## src/rtl/ps2_pkg.sv

```systemverilog
// Shared PS/2 receive definitions: frame FSM states, error bit indices and parity helper.
package ps2_pkg;

   typedef enum logic [1:0] {
      IDLE   = 2'd0,
      DATA   = 2'd1,
      PARITY = 2'd2,
      STOP   = 2'd3
   } ps2_state_e;

   localparam int ERR_PAR       = 0;
   localparam int ERR_FRM       = 1;
   localparam int ERR_TMO       = 2;
   localparam int ERR_OVF       = 3;
   localparam int ERR_W         = 4;
   localparam int PS2_DATA_BITS = 8;

   // PS/2 uses odd parity across the data byte and the parity bit together.
   function automatic logic odd_parity_ok(input logic [PS2_DATA_BITS-1:0] data,
                                          input logic par);
      return ^{data, par};
   endfunction

endpackage

```

## src/rtl/ps2_rx_buf_if.sv

```systemverilog
// Host-side bundle of the PS/2 receiver: raw lines, control, FIFO read port and error status.
interface ps2_rx_buf_if #(
   parameter int FIFO_DEPTH = 8
);
   import ps2_pkg::*;

   localparam int CW = $clog2(FIFO_DEPTH) + 1;

   logic                     ps2_clk;
   logic                     ps2_data;
   logic                     rx_en;
   logic                     rd_en;
   logic                     clr_err;
   logic [PS2_DATA_BITS-1:0] dout;
   logic                     empty;
   logic                     full;
   logic [CW-1:0]            count;
   logic [ERR_W-1:0]         err_pulse;
   logic [ERR_W-1:0]         err_sticky;

   modport slave (
      input  ps2_clk, ps2_data, rx_en, rd_en, clr_err,
      output dout, empty, full, count, err_pulse, err_sticky
   );

   modport master (
      output ps2_clk, ps2_data, rx_en, rd_en, clr_err,
      input  dout, empty, full, count, err_pulse, err_sticky
   );

endinterface

```

## src/rtl/ps2_sync_fifo.sv

```systemverilog
// Byte-wide synchronous first-word-fall-through FIFO with occupancy count.
module ps2_sync_fifo
   import ps2_pkg::*;
#(
   parameter int DEPTH = 8
) (
   input  logic                     clk,
   input  logic                     rst,
   input  logic                     wr_en_i,
   input  logic [PS2_DATA_BITS-1:0] wr_data_i,
   input  logic                     rd_en_i,
   output logic [PS2_DATA_BITS-1:0] rd_data_o,
   output logic                     empty_o,
   output logic                     full_o,
   output logic [$clog2(DEPTH):0]   count_o
);
   localparam int AW = $clog2(DEPTH);

   logic [PS2_DATA_BITS-1:0] mem_q [DEPTH];
   logic [AW-1:0]            wr_ptr_q, rd_ptr_q;
   logic [AW:0]              count_q;
   logic                     do_wr_s, do_rd_s;

   // A full FIFO still accepts a write when the same cycle frees a slot.
   assign empty_o   = (count_q == '0);
   assign full_o    = (count_q == (AW+1)'(DEPTH));
   assign do_rd_s   = rd_en_i & ~empty_o;
   assign do_wr_s   = wr_en_i & (~full_o | rd_en_i);
   assign rd_data_o = empty_o ? 8'h00 : mem_q[rd_ptr_q];
   assign count_o   = count_q;

   // Storage array.
   always_ff @(posedge clk) begin
      if (do_wr_s) mem_q[wr_ptr_q] <= wr_data_i;
   end

   // Pointers and occupancy; power-of-2 depth makes pointer wrap free.
   always_ff @(posedge clk or posedge rst) begin
      if (rst) begin
         wr_ptr_q <= '0;
         rd_ptr_q <= '0;
         count_q  <= '0;
      end else begin
         if (do_wr_s) wr_ptr_q <= wr_ptr_q + 1'b1;
         if (do_rd_s) rd_ptr_q <= rd_ptr_q + 1'b1;
         case ({do_wr_s, do_rd_s})
            2'b10:   count_q <= count_q + 1'b1;
            2'b01:   count_q <= count_q - 1'b1;
            default: count_q <= count_q;
         endcase
      end
   end

endmodule

```

## src/rtl/ps2_rx_buf.sv

```systemverilog
// PS/2 device-to-host receiver: synchroniser, clock glitch filter, frame FSM with timeout, and receive FIFO.
module ps2_rx_buf
   import ps2_pkg::*;
#(
   parameter int FILT_LEN    = 4,
   parameter int FIFO_DEPTH  = 8,
   parameter int TIMEOUT_CYC = 10000
) (
   input logic          clk,
   input logic          rst,
   ps2_rx_buf_if.slave  bus
);
   localparam int FCW = $clog2(FILT_LEN + 1);
   localparam int TCW = $clog2(TIMEOUT_CYC + 1);

   logic clk_meta_q, clk_sync_q, dat_meta_q, dat_sync_q;
   logic filt_q, filt_d;
   logic [FCW-1:0] filt_cnt_q, filt_cnt_d;
   logic fall_tick_s, fsm_tick_s, tmo_hit_s;
   logic [TCW-1:0] tmo_cnt_q;
   ps2_state_e state_q, state_d;
   logic [2:0] bit_cnt_q;
   logic [PS2_DATA_BITS-1:0] shift_q, push_data_q;
   logic par_q, push_q, push_d, par_err_d, frm_err_d;
   logic [ERR_W-1:0] err_d, err_pulse_q, err_sticky_q;

   // Two-flop synchronisers and the filtered clock level; idle lines are high.
   always_ff @(posedge clk or posedge rst) begin
      if (rst) begin
         clk_meta_q <= 1'b1; clk_sync_q <= 1'b1;
         dat_meta_q <= 1'b1; dat_sync_q <= 1'b1;
         filt_q     <= 1'b1; filt_cnt_q <= '0;
      end else begin
         clk_meta_q <= bus.ps2_clk;  clk_sync_q <= clk_meta_q;
         dat_meta_q <= bus.ps2_data; dat_sync_q <= dat_meta_q;
         filt_q     <= filt_d;       filt_cnt_q <= filt_cnt_d;
      end
   end

   // Accept a new clock level only after FILT_LEN consecutive differing samples.
   always_comb begin
      filt_d      = filt_q;
      filt_cnt_d  = '0;
      fall_tick_s = 1'b0;
      if (clk_sync_q != filt_q) begin
         if (filt_cnt_q == FCW'(FILT_LEN - 1)) begin
            filt_d      = clk_sync_q;
            fall_tick_s = ~clk_sync_q;
         end else begin
            filt_cnt_d = filt_cnt_q + 1'b1;
         end
      end else begin
         filt_cnt_d = '0;
      end
   end

   assign fsm_tick_s = fall_tick_s & bus.rx_en;
   assign tmo_hit_s  = bus.rx_en & (state_q != IDLE) & ~fall_tick_s
                     & (tmo_cnt_q == TCW'(TIMEOUT_CYC - 1));

   // FSM state register and inter-bit timeout counter.
   always_ff @(posedge clk or posedge rst) begin
      if (rst) begin
         state_q   <= IDLE;
         tmo_cnt_q <= '0;
      end else begin
         state_q <= state_d;
         if (!bus.rx_en || state_q == IDLE || fall_tick_s || tmo_hit_s) tmo_cnt_q <= '0;
         else                                                            tmo_cnt_q <= tmo_cnt_q + 1'b1;
      end
   end

   // Next-state logic.
   always_comb begin
      state_d = state_q;
      if (!bus.rx_en || tmo_hit_s) begin
         state_d = IDLE;
      end else if (fsm_tick_s) begin
         case (state_q)
            IDLE:    state_d = dat_sync_q ? IDLE : DATA;
            DATA:    state_d = (bit_cnt_q == 3'd7) ? PARITY : DATA;
            PARITY:  state_d = STOP;
            STOP:    state_d = IDLE;
            default: state_d = IDLE;
         endcase
      end else begin
         state_d = state_q;
      end
   end

   // Frame completion outputs; a bad stop bit masks a parity error.
   always_comb begin
      push_d    = 1'b0;
      par_err_d = 1'b0;
      frm_err_d = 1'b0;
      if (fsm_tick_s && state_q == STOP) begin
         frm_err_d = ~dat_sync_q;
         par_err_d = dat_sync_q & ~odd_parity_ok(shift_q, par_q);
         push_d    = dat_sync_q &  odd_parity_ok(shift_q, par_q);
      end else begin
         push_d = 1'b0;
      end
   end

   // Frame datapath: LSB-first shift register, bit counter, parity capture.
   always_ff @(posedge clk or posedge rst) begin
      if (rst) begin
         bit_cnt_q <= '0;
         shift_q   <= '0;
         par_q     <= 1'b0;
      end else if (fsm_tick_s) begin
         case (state_q)
            IDLE:    bit_cnt_q <= '0;
            DATA: begin
               shift_q   <= {dat_sync_q, shift_q[PS2_DATA_BITS-1:1]};
               bit_cnt_q <= bit_cnt_q + 1'b1;
            end
            PARITY:  par_q <= dat_sync_q;
            default: bit_cnt_q <= bit_cnt_q;
         endcase
      end
   end

   assign err_d[ERR_PAR] = par_err_d;
   assign err_d[ERR_FRM] = frm_err_d;
   assign err_d[ERR_TMO] = tmo_hit_s;
   assign err_d[ERR_OVF] = push_q & bus.full & ~bus.rd_en;

   // Registered push request and error reporting; a new pulse beats clr_err.
   always_ff @(posedge clk or posedge rst) begin
      if (rst) begin
         push_q       <= 1'b0;
         push_data_q  <= '0;
         err_pulse_q  <= '0;
         err_sticky_q <= '0;
      end else begin
         push_q       <= push_d;
         push_data_q  <= shift_q;
         err_pulse_q  <= err_d;
         err_sticky_q <= (bus.clr_err ? 4'b0000 : err_sticky_q) | err_d;
      end
   end

   assign bus.err_pulse  = err_pulse_q;
   assign bus.err_sticky = err_sticky_q;

   ps2_sync_fifo #(.DEPTH(FIFO_DEPTH)) u_fifo (
      .clk       (clk),
      .rst       (rst),
      .wr_en_i   (push_q),
      .wr_data_i (push_data_q),
      .rd_en_i   (bus.rd_en),
      .rd_data_o (bus.dout),
      .empty_o   (bus.empty),
      .full_o    (bus.full),
      .count_o   (bus.count)
   );

endmodule

```

## src/flat_wrapper.sv

```systemverilog
// flat-port wrapper written by rule: the top's interface ports become plain ports
module ps2_rx_buf_flat import ps2_pkg::*;
#(
   parameter int FILT_LEN    = 4,
   parameter int FIFO_DEPTH  = 8,
   parameter int TIMEOUT_CYC = 10000
)
  (clk, rst, bus_ps2_clk, bus_ps2_data, bus_rx_en, bus_rd_en, bus_clr_err, bus_dout, bus_empty, bus_full, bus_count, bus_err_pulse, bus_err_sticky);
  ps2_rx_buf_if #(.FIFO_DEPTH(FIFO_DEPTH)) bus_i ();
  input logic clk;
  input logic rst;
  input wire logic [$bits(bus_i.ps2_clk)-1:0] bus_ps2_clk;
  input wire logic [$bits(bus_i.ps2_data)-1:0] bus_ps2_data;
  input wire logic [$bits(bus_i.rx_en)-1:0] bus_rx_en;
  input wire logic [$bits(bus_i.rd_en)-1:0] bus_rd_en;
  input wire logic [$bits(bus_i.clr_err)-1:0] bus_clr_err;
  output wire logic [$bits(bus_i.dout)-1:0] bus_dout;
  output wire logic [$bits(bus_i.empty)-1:0] bus_empty;
  output wire logic [$bits(bus_i.full)-1:0] bus_full;
  output wire logic [$bits(bus_i.count)-1:0] bus_count;
  output wire logic [$bits(bus_i.err_pulse)-1:0] bus_err_pulse;
  output wire logic [$bits(bus_i.err_sticky)-1:0] bus_err_sticky;
  assign bus_i.ps2_clk = bus_ps2_clk;
  assign bus_i.ps2_data = bus_ps2_data;
  assign bus_i.rx_en = bus_rx_en;
  assign bus_i.rd_en = bus_rd_en;
  assign bus_i.clr_err = bus_clr_err;
  assign bus_dout = bus_i.dout;
  assign bus_empty = bus_i.empty;
  assign bus_full = bus_i.full;
  assign bus_count = bus_i.count;
  assign bus_err_pulse = bus_i.err_pulse;
  assign bus_err_sticky = bus_i.err_sticky;
  ps2_rx_buf #(.FILT_LEN(FILT_LEN), .FIFO_DEPTH(FIFO_DEPTH), .TIMEOUT_CYC(TIMEOUT_CYC)) u_core (.clk(clk), .rst(rst), .bus(bus_i));
endmodule
```

## config.mk

```make
export PLATFORM = sky130hd
export DESIGN_NAME = ps2_rx_buf_flat
export DESIGN_NICKNAME = d
export VERILOG_FILES = /design/src/rtl/ps2_pkg.sv /design/src/rtl/ps2_rx_buf_if.sv /design/src/rtl/ps2_sync_fifo.sv /design/src/rtl/ps2_rx_buf.sv /design/src/flat_wrapper.sv
export SDC_FILE = /design/constraint.sdc
export NUM_CORES = 1
export LEC_CHECK = 0
export CAP_MARGIN = 25
export CORE_ASPECT_RATIO = 0.8
export CORE_MARGIN = 2
export CORE_UTILIZATION = 65
export CTS_BUF_LIST = sky130_fd_sc_hd__clkbuf_4
export DETAILED_ROUTE_END_ITERATION = 6
export PLACE_DENSITY = 0.85
export SYNTH_ARGS = -nofsm -noshare
export SYNTH_HDL_FRONTEND = slang
export SYNTH_SLANG_ARGS = --single-unit
```

## constraint.sdc

```tcl
create_clock -name clk -period 4.1 [get_ports clk]
set_input_delay 0.82 -clock clk [delete_from_list [all_inputs] [get_ports clk]]
set_output_delay 0.82 -clock clk [all_outputs]
set_load 0.05 [all_outputs]
```

==> impl_results.md <==
- Post-synth EDFFs: 64
- Setup TNS: 0 ns
- Detailed Routing Iterations Pass 1: 4
- Leak: 2.346 nW
- FF+latch count, synth: 127
- Main combinational cell family by area after synthesis: multiplexers
- Final min period: 3.650 ns
- Cell-internal power: 0.002189 W
- Inserted Diodes: 0
- DRC errors left: 0
- Main flop type after synthesis: edfxtp_1
- Final setup vio count: 0
- RSZ-0062 raised after global routing: false
- Slew Limit Headroom: 0.2961
- Crit. End Element: output pin
- Clk_skew: 0.01991 ns
- Reg2reg end: u_core.u_fifo.count_o[2]$_DFFE_PP0P_
- R2r startpoint: u_core.u_fifo.count_o[2]$_DFFE_PP0P_
- Area delta synth->final: 13.35%
- Compound-Gate Fraction of Synth Area: 0.02555
- CTS max path bufs: 2
- Global route total overflow: 0
- Setup crit start kind: flip-flop
- Via count: 2,900
- Final period util: 0.8902
- Synth Area in XOR/XNOR: 0.04441
- GRT Total Usage: 0.2383
- IO Count: 29
- Final Hold Viols: 0
- Post-Synth Simple-Gate Area: 0.1098
- Crit path kind: reg -> out
- Fraction of registers with async set/reset: 0.4961
- Post-CTS Resized: 0
- Data arrival, critical path: 2.83 ns
- Wire per inst: 19.18 um
- Mapped Area: 5240 um^2
- Die Ht: 84.31 um
- CTS tree: yes
- Clock root buffer: clkbuf_4
- Crit path max fanout: 18
- R2R setup slack: 1.43 ns
- Hold depth: 0
- Row count: 29
- Clock Power Share: 0.293
- Crit path required time: 3.28 ns
- Clk slew on worst S/H paths: 0.11 ns
- YS warnings: 0
- Number of max-cap violations: 0
- Initial Utilization: 0.6655
- Yosys cell types: 52
- Sequential area share after synthesis: 0.6688
- Run status: completed
- Detail Placement HPWL: 6234 um
- CORE AREA: 7874 um^2
- Switching power: 0.0009851 W
- Post-layout nets: 391
- Top post-synthesis cells by area: edfxtp_1, dfrtp_1, mux4_2
- Largest net degree at the start of global routing: 42
- Post-synthesis mux area share: 0.1117
- Clk sinks: 127
- Hold Path Sink: u_core.clk_sync_q$_DFF_PP1_
- Maximum vdd drop: 0.3144 mV
- Fin worst setup slack: 0.4504 ns
- Share of layout cells above drive strength 1: 0.2010
- CTS Buf Count: 17
- Dpl ws: 1.037 ns
- Post-detailed-route count of antenna-violating nets: 0
- Min-delay src: u_core.clk_meta_q$_DFF_PP1_
- Worst slew pin tran: 1.052 ns
- Iteration-0 DRC Markers: 205
- Share of the synthesized area in the top cell type: 0.3668
- Die area: 8800 um^2
- Crit path from: u_core.u_fifo.rd_ptr_q[1]$_DFFE_PP0P_
- First-pass GRT wire length: 15,480 um
- Final wirelength: 9515 um
- Vias in the first global route: 3,022
- Initial antenna violation count: 0
- Yosys top cell by area: edfxtp_1
- # port buffers: 28
- Post-Syn Instances: 334
- Clock Latency Late Sink: 0.50 ns
- Switching share of power: 0.3104
- Syn Area/Cell: 15.69 um^2
- Postcts setup bufs: 0
- Max Slew Vio Count: 0
- Die width: 104.4 um
- Post-DR vias/cell: 5.847
- Hold buffer count at CTS: 0
- Fmax: 274.0 MHz
- Routability cong.: 0.7542
- Logic pwr share: 0.223
- Worst hold-check path type: reg -> reg
- Adder-cell area share of the yosys netlist: 0.02149
- Synthesized Nets: 350
- Fillcell total: 480
- Worst Reg2Reg Path Length in Cells: 9
- Flop pwr share: 0.484
- H-Tree Depth: 4
- Count leader, synth: edfxtp_1
- Power Dens Cells: 534.3 nW/um^2
- Most instantiated cells after synthesis: edfxtp_1, dfrtp_1, nor2_1, nand2_1, mux4_2
## layout by cell type (no fill, tap or decap), types with 4 or more instances in the layout
master            n
o21ai_0           7
nand2_1          19
nor2_1           27
bufinv_16         4
mux2i_1           9
buf_4             4
nand4_1           6
a21oi_1           6
clkbuf_4         17
or3_1             4
mux4_2           16
nand3_1           4
xnor2_1          12
mux2_2           12
and3_1            5
nor3_1            4
nor3b_1           4
ha_1              9
dfrtp_1          58
clkdlybuf4s50_1  28
inv_1             4
xor2_1           12
edfxtp_1         64
dfstp_2           5
## area by class of cell
| type | count | area, um^2 | share of cell area |
|---|---|---|---|
| Sequential cell | 127 | 3505 | 0.5901 |
| Multi-Input combinational cell | 190 | 1640 | 0.2762 |
| Timing Repair Buffer | 33 | 314.1 | 0.05288 |
| Clock inverter | 15 | 193.9 | 0.03265 |
| Tap cell | 108 | 135.1 | 0.02275 |
| Clock buffer | 17 | 127.6 | 0.02149 |
| Inverter | 6 | 23.77 | 0.004003 |
## power groups by stage
| stage | Clock (W) | Combinational, W | Sequential (W) |
|---|---|---|---|
| floorplan | 0 | 0.000551 | 0.00155 |
| global placement | 0 | 0.000690 | 0.00156 |
| detailed placement | 0 | 0.000715 | 0.00156 |
| CTS | 0.000954 | 0.000720 | 0.00154 |
| global route | 0.00101 | 0.000765 | 0.00155 |
| finish | 0.000930 | 0.000709 | 0.00153 |
## layer usage
metal / part of all wire / GRT usage / vias up
met5: 0 / 0 / -
met4: 0.013 / 0.07985 / 0
met3: 0.068 / 0.07065 / 11
met2: 0.52 / 0.3939 / 104
met1: 0.39 / 0.3087 / 1469
li1: - / - / 1316
## state kept, by name, summed over array words and instances, names as in the netlist, 4 cells and up
register / flops
u_core.u_fifo.mem_q: 64
u_core.bus.err_pulse: 4
u_core.u_fifo.count_o: 4
u_core.bus.err_sticky: 4
u_core.tmo_cnt_q: 14
u_core.shift_q: 8
u_core.push_data_q: 8
## cells by family after synthesis
kind of cell,Yosys count
adder cells (fa/ha/maj),9
buffers and inverters,17
XOR/XNOR,25
flip-flops,127
AO/OA/AOI/OAI,21
multiplexers,37
AND/OR/NAND/NOR,98
## critical path, cell delays in order, from the launching register on
cell	delay, ns
dfrtp_1	0.84
mux4_2	0.42
mux2i_1	0.24
nor2_1	0.08
clkdlybuf4s50_1	0.74
## metrics by stage
step | power, W | area [um^2] | util | hold WS, ns | std cells
floorplan | 0.002098 | 5240 | - | 0.3452 | 334
global placement | 0.002246 | 5614 | 0.7130 | 0.3463 | 463
detailed placement | 0.002276 | 5618 | 0.7135 | 0.3479 | 464
CTS | 0.003209 | 5939 | 0.7543 | 0.3653 | 496
global route | 0.003329 | 5939 | 0.7543 | 0.3670 | 496
finish | 0.003174 | 5939 | 0.7543 | 0.3637 | 496
## worst max path at each step
stage	depth (start not counted)	slack, ns	to
6_report	4	0.45	bus_dout[2]
5_1_grt	4	0.32	bus_dout[2]
4_1_cts	4	0.44	bus_dout[2]
3_5_place_dp	4	1.04	bus_dout[2]
3_3_place_gp	4	1.10	bus_dout[0]
2_1_floorplan	10	1.10	u_core.u_fifo.count_o[2]$_DFFE_PP0P_
(Power assumes the default switching activity.)
